$ cat src/rtl/keypad_buffer.sv
// Keypad event buffer: debounces the scanner's level key code into one event per press
// and queues events in a show-ahead FIFO with a sticky overflow flag.
module keypad_buffer #(
    parameter int unsigned DEPTH         = 4,
    parameter int unsigned STABLE_CYCLES = 8
) (
    input  logic                     clk,
    input  logic                     nRST,
    input  logic [7:0]               code,
    input  logic                     rd_en,
    input  logic                     clr_ovf,
    output logic [7:0]               rd_data,
    output logic                     empty,
    output logic                     full,
    output logic [$clog2(DEPTH):0]   count,
    output logic                     overflow
);

    localparam int unsigned PW = $clog2(DEPTH);
    localparam int unsigned CW = $clog2(STABLE_CYCLES);
    localparam logic [CW-1:0] CNT_LAST = CW'(STABLE_CYCLES - 1);
    localparam logic [PW:0]   CNT_FULL = (PW + 1)'(DEPTH);

    typedef enum logic [1:0] {IDLE, DEBOUNCE, HELD, RELEASE} state_t;

    state_t          state;
    logic [7:0]      cand;
    logic [CW-1:0]   cnt;
    logic            push;
    logic            do_pop;
    logic            do_push;
    logic [PW-1:0]   wr_ptr;
    logic [PW-1:0]   rd_ptr;
    logic [7:0]      mem [DEPTH];

    // cand is never zero while debouncing, so a match implies a real key
    assign push = (state == DEBOUNCE) && (code == cand) && (cnt == CNT_LAST);

    always_ff @(posedge clk or negedge nRST) begin
        if (!nRST) begin
            state <= IDLE;
            cand  <= '0;
            cnt   <= '0;
        end else begin
            case (state)
                IDLE: begin
                    if (code != '0) begin
                        cand  <= code;
                        cnt   <= '0;
                        state <= DEBOUNCE;
                    end
                end
                DEBOUNCE: begin
                    if (code == '0) begin
                        state <= IDLE;
                    end else if (code != cand) begin
                        cand <= code;
                        cnt  <= '0;
                    end else if (cnt == CNT_LAST) begin
                        state <= HELD;
                    end else begin
                        cnt <= cnt + CW'(1);
                    end
                end
                HELD: begin
                    if (code == '0) begin
                        cnt   <= '0;
                        state <= RELEASE;
                    end else if (code != cand) begin
                        cand  <= code;
                        cnt   <= '0;
                        state <= DEBOUNCE;
                    end
                end
                RELEASE: begin
                    if (code == cand) begin
                        state <= HELD;
                    end else if (code != '0) begin
                        cand  <= code;
                        cnt   <= '0;
                        state <= DEBOUNCE;
                    end else if (cnt == CNT_LAST) begin
                        state <= IDLE;
                    end else begin
                        cnt <= cnt + CW'(1);
                    end
                end
                default: state <= IDLE;
            endcase
        end
    end

    assign empty   = (count == '0);
    assign full    = (count == CNT_FULL);
    assign do_pop  = rd_en && !empty;
    // a pop on the same edge frees the slot, so a full FIFO still accepts the push
    assign do_push = push && (!full || do_pop);
    assign rd_data = empty ? '0 : mem[rd_ptr];

    always_ff @(posedge clk or negedge nRST) begin
        if (!nRST) begin
            wr_ptr   <= '0;
            rd_ptr   <= '0;
            count    <= '0;
            overflow <= 1'b0;
        end else begin
            if (do_push) wr_ptr <= wr_ptr + PW'(1);
            if (do_pop)  rd_ptr <= rd_ptr + PW'(1);
            case ({do_push, do_pop})
                2'b10:   count <= count + (PW + 1)'(1);
                2'b01:   count <= count - (PW + 1)'(1);
                default: count <= count;
            endcase
            if (push && full && !do_pop) overflow <= 1'b1;
            else if (clr_ovf)            overflow <= 1'b0;
        end
    end

    always_ff @(posedge clk) begin
        if (do_push) mem[wr_ptr] <= code;
    end

endmodule

$ cat config.mk
export PLATFORM = sky130hd
export DESIGN_NAME = keypad_buffer
export DESIGN_NICKNAME = d
export VERILOG_FILES = /design/src/rtl/keypad_buffer.sv
export SDC_FILE = /design/constraint.sdc
export NUM_CORES = 1
export LEC_CHECK = 0
export ABC_AREA = 1
export CAP_MARGIN = 15
export CORE_MARGIN = 1.5
export CORE_UTILIZATION = 45
export CTS_BUF_LIST = sky130_fd_sc_hd__clkbuf_8
export DETAILED_ROUTE_END_ITERATION = 8
export PLACE_DENSITY = 0.68
export SETUP_SLACK_MARGIN = 0.4
export SYNTH_ARGS = -nofsm -noshare
export SYNTH_HDL_FRONTEND = slang
export SYNTH_SLANG_ARGS = --single-unit
$ cat constraint.sdc
create_clock -name clk -period 5.28 [get_ports clk]
set_clock_uncertainty 0.15 [all_clocks]
set_input_delay 0.528 -clock clk [delete_from_list [all_inputs] [get_ports clk]]
set_output_delay 0.528 -clock clk [all_outputs]
set_load 0.03 [all_outputs]
---- Word-level counts from Yosys, hierarchy flattened ----
Memories as Yosys holds them, arrays and structs flattened.
Index checks and enable logic that the tools add are counted.
word-level totals
  bits in registers ....................... 21
  bits in latches ......................... 0
  RAM bits ................................ 32
  ROM bits ................................ 0
  input port bits ......................... 12
  output and inout bits ................... 14
  logic and storage cells ................. 81
  memories ................................ 1
cells by class
  $add $sub $neg .......................... 5
  multiply operators ...................... 0
  divide/modulo/power cells ............... 0
  order comparisons ....................... 0
  equal/unequal tests ..................... 18
  shift-type cells ........................ 0
  mux-type cells .......................... 30
  bitwise logic cells ..................... 0
  reductions and logical operators ........ 20
memory list
  memory  words  width  read ports  clocked after Yosys merged registers in  write ports  RTL line  text
  mem     4      8      1           0                                        1            34        logic [7:0] mem [DEPTH];
operator list
  operator                                             number
  two-way mux 8 bit                                    5
  two-way mux 3 bit                                    8
  case mux 8 bit (3 select lines)                      1
  two-way mux 2 bit                                    9
  case mux 3 bit (4 select lines)                      1
  equality test 8 bit                                  1
  zero test 8 bit                                      1
  != test 2 bit, second input constant                 4
  != test 8 bit                                        1
  case mux 2 bit (4 select lines)                      1
  nonzero test 8 bit                                   1
  adder 3 x 1 -> 3 bit, second input constant          2
  equality test 2 bit, second input constant           3
  equality test 3 bit, second input constant           2
  logical AND 1 bit                                    6
  != test 3 bit, second input constant                 2
  case mux 3 bit (2 select lines)                      1
  AND reduction 5 bit                                  1
  adder 2 x 1 -> 2 bit, second input constant          2
  equality test 2 x 1 -> 1 bit, second input constant  2
  two-way mux 1 bit                                    4
  != test 4 bit, second input constant                 1
  AND reduction 4 bit                                  1
  nonzero test 2 bit                                   2
  9 further kinds                                      11

---- Logic depth before layout (Yosys ltp) ----
  depth after elaboration ................. 7
  gate-level depth with buffers ........... 17
  gate-level depth less buffers ........... 17

---- Worst setup path before layout ----
OpenSTA, ideal clock, no wires.
  path type ............................... register to register
  from .................................... reg count[2]
  to ...................................... mem mem[0][0], enable pin
  data arrival time ....................... 1.927 ns
  slack ................................... 2.930 ns
  cell stages (with the launch flop) ...... 8
  buffers on the path ..................... 0
  path through ............................ dfrtp_1 inv_1 nor3_1 inv_1 nor2_1 nor2_2 inv_2 nor2_1
between the ends
  elaborated cells between the ends (all ways) .. 9
  classes of those cells .................. 1 x eq/ne; 2 x mux; 6 x reduce/logical
RTL lines
  what                                     RTL line  text
  start: declaration                       15        output logic [$clog2(DEPTH):0] count,
  start signal: assignment                 110       2'b10: count <= count + (PW + 1)'(1);
  start signal: assignment                 111       2'b01: count <= count - (PW + 1)'(1);
  start signal: assignment                 112       default: count <= count;
  equality test 3 bit                      94        assign full = (count == CNT_FULL);
  named net full                           14        output logic full,
  zero test 1 bit                          97        assign do_push = push && (!full || do_pop);
  logical OR 1 bit                         97
  logical AND 1 bit                        97
  two-way mux 1 bit                        120       if (do_push) mem[wr_ptr] <= code;
  two-way mux 1 bit (implied by the code)  120
  end: declaration                         34
The timed path passes the listed nets, and every way through them passes these cells.

---- Worst setup path after layout ----
  from .................................... reg rd_ptr[0]
  to ...................................... out rd_data[7]
between the ends
  word-level cells in the longest chain between the ends .. 2
ends and longest elaborated chain
  what                      RTL line  text
  start: declaration        33        logic [PW-1:0] rd_ptr;
  start signal: assignment  108       if (do_pop) rd_ptr <= rd_ptr + PW'(1);
  memory read (4 x 8 bit)   --
  two-way mux 8 bit         98        assign rd_data = empty ? '0 : mem[rd_ptr];
  end: declaration          12        output logic [7:0] rd_data,
No other way between the ends.

==> reports/results.txt <==
status - finished, final reports clean
deepest clock path buffer count - 2
Least-Margin Pin Slew - 974.6 ps
CP startpoint kind - flop
Final nets - 323
crit path max fanout - 19
CP arrival - 2340 ps
Final Cycle Share - 0.5718
Int Power - 0.8425 mW
Cell Rows - 27
kind of critical path - flop to primary output
Synthesis Warnings - 0
CP Capture Type - primary output
Filler cells - 512
Multi-input gate area - 0.001002 mm²
detailed-router iteration count before antenna repair - 4
DP Worst Slack - 2100 ps
Synth Register Bits - 53
Peak supply drop - 0.2314 mV
PwrDens - 454.5 mW/mm²
share of cells above drive strength 1 - 0.08970
Final min period - 3019 ps
DRC - 0
RSZ-0062 raised after global routing - false
critical path's top delay family - buffers and inverters
Psw - 0.5548 mW
final worst setup slack - 2261 ps
final hold vios - 0
buffer count from post-CTS setup fixing - 0
Distinct cells, synth - 32
Core Footprint - 0.005608 mm²
hold_buf cts - 0
Max-cap violations - 0
Worst EP required - 4600 ps
FFs w/ async S/R, synth - 0.3962
register area - 0.001486 mm²
Layout Utilization - 0.5482
initial antenna violation count - 0
Tot Pwr - 1.397 mW
chip height - 79.71 µm
Sum Neg Setup Slack - 0 ps
vias in the first global route - 1786
Post-DP Area - 0.002962 mm²
TritonCTS Buffers - 5
CTS sink cnt - 53
R2R Setup Slk - 2910 ps
I/O pin count - 26
clock power share - 0.197
Switching Share - 0.3971
DR vias - 1804
post-CTS sizing - 0
global-route wire length before repair - 8355 µm
dominant synthesized flop cell - edfxtp_1
sequential fraction of the synthesis area - 0.5614
CTS tree - built
top-area cell type share of the netlist area - 0.3629
Root Driver - clkbuf_8
post-DP HPWL - 3567 µm
Hold Path Class - flop to flop
Logic pwr share - 0.418
die area - 0.006353 mm²
final cell area excluding filler cells - 0.003074 mm²
crit path cell chain - inv_2 -> o21ai_0 -> a21oi_1 -> clkdlybuf4s50_1
area leader, netlist - edfxtp_1
CTS clock-pin slew for the worst setup and hold paths - 100 ps
antenna-violating nets left - 0
syn_area_per_cell - 9.698 µm²
final WL - 4831 µm
Slew headroom - 0.3482
Buf+Inv Stages, Crit Path - 2
max frequency - 0.3312 GHz
via/cell ratio - 4.836
clock latency on the worst-skew pair - 300 ps
commonest cells in the netlist - nand2_1, nor2_1, edfxtp_1
largest cells by area after synthesis - edfxtp_1, dfrtp_1, nand2_1
Max Slew Vio Count - 0
initial drt markers - 162
GRT Util Overall - 0.1702
GPL Wtd Cong - 0.7849
Post-Syn Area - 0.002648 mm²
diodes inserted - 0
die width - 79.71 µm
Avg WL per Cell - 12.95 µm
EDFF count, synth - 32
Starting Density - 0.4721
synth-to-layout area growth - 16.12%
Worst path slowest cell - dfrtp_1
largest net degree at the start of global routing - 22
Congestion Overflow GR - 0
port bufs - 25
post-synthesis instance total - 273
syn_nets - 296
Final setup viols - 0
Reg power frac - 0.385
# H-tree levels - 2
leak pwr - 1.250 nW
crit-path max cell delay - 770 ps
==> metal layers <==
layer | global-route usage | wire, µm
met5 | 0 | 0
met4 | 0.06316 | 30
met3 | 0.02743 | 138
met2 | 0.2720 | 2293
met1 | 0.2334 | 2369
==> layout make-up <==
class | instances | area share
well taps | 72 | 0.02930
flip-flops and latches | 53 | 0.4835
clock inverters | 3 | 0.01425
multi-input cells | 180 | 0.3260
clock buffers | 5 | 0.02239
repair buffers | 25 | 0.08140
inverters | 35 | 0.04314
==> final timing paths <==
kind | startpoint | endpoint | depth (start not counted)
worst min register to register | cand[7]$_DFFE_PN0P_ | cand[7]$_DFFE_PN0P_ | 2
worst max-delay path | rd_ptr[0]$_DFFE_PN0P_ | rd_data[7] | 4
worst max register to register | cand[6]$_DFFE_PN0P_ | mem[0][6]$_DFFE_PP_ | 9
max in group asynchronous | nRST | wr_ptr[1]$_DFFE_PN0P_ | 1
worst min-delay path | cand[7]$_DFFE_PN0P_ | cand[7]$_DFFE_PN0P_ | 2
min in group asynchronous | nRST | cand[4]$_DFFE_PN0P_ | 1
==> sequential cells by signal, indices dropped and copies added, names as in the netlist <==
name and count:
cnt 3, overflow 1, cand 8, wr_ptr 2
count 3, state 2, rd_ptr 2, mem 32
==> through the flow <==
stage,hold slack [ps],std cells
floorplan,82.41,273
global placement,342.6,365
detailed placement,351.8,365
CTS,375.1,373
global route,390.6,373
finish,370.0,373
==> tightest hold or removal path, cell delays in order, from the launching register on <==
cell     delay (ps)
dfrtp_1         380
nand2_1          50
o21ai_0          60
==> cell families (layout without fill, tap and decap cells) <==
group / Yosys count / after routing / share of synthesized area
buffers and inverters: 40 / 68 / 0.06001
AO/OA/AOI/OAI: 49 / 49 / 0.1002
multiplexers: 1 / 1 / 0.003781
flip-flops: 53 / 53 / 0.5614
AND/OR/NAND/NOR: 109 / 109 / 0.1867
XOR/XNOR: 10 / 10 / 0.03308
adder cells (fa/ha/maj): 11 / 11 / 0.05482
==> cells in the final DEF (no fill, tap or decap), types with 4 or more instances in the layout <==
| master | Yosys | final |
|---|---|---|
| a21oi_1 | 8 | 8 |
| clkbuf_8 | 0 | 5 |
| clkdlybuf4s50_1 | 0 | 25 |
| dfrtp_1 | 21 | 21 |
| edfxtp_1 | 32 | 32 |
| ha_1 | 10 | 10 |
| inv_1 | 28 | 28 |
| inv_2 | 5 | 5 |
| nand2_1 | 42 | 42 |
| nand3_1 | 4 | 4 |
| nand4_1 | 4 | 4 |
| nor2_1 | 42 | 42 |
| nor2_2 | 4 | 4 |
| nor3_1 | 4 | 4 |
| o21ai_0 | 31 | 31 |
| o21ai_1 | 6 | 6 |
| xnor2_1 | 5 | 5 |
| xor2_1 | 5 | 5 |
==> power groups by stage <==
stage          Sequential (mW)  Clock (mW)  Combinational (mW)
2_1_floorplan            0.533           0               0.395
3_3_place_gp             0.546           0               0.574
3_5_place_dp             0.548           0               0.588
4_1_cts                  0.539       0.282               0.590
5_1_grt                  0.547       0.298               0.643
6_report                 0.538       0.275               0.585
Power figures use the tool's default switching activity.
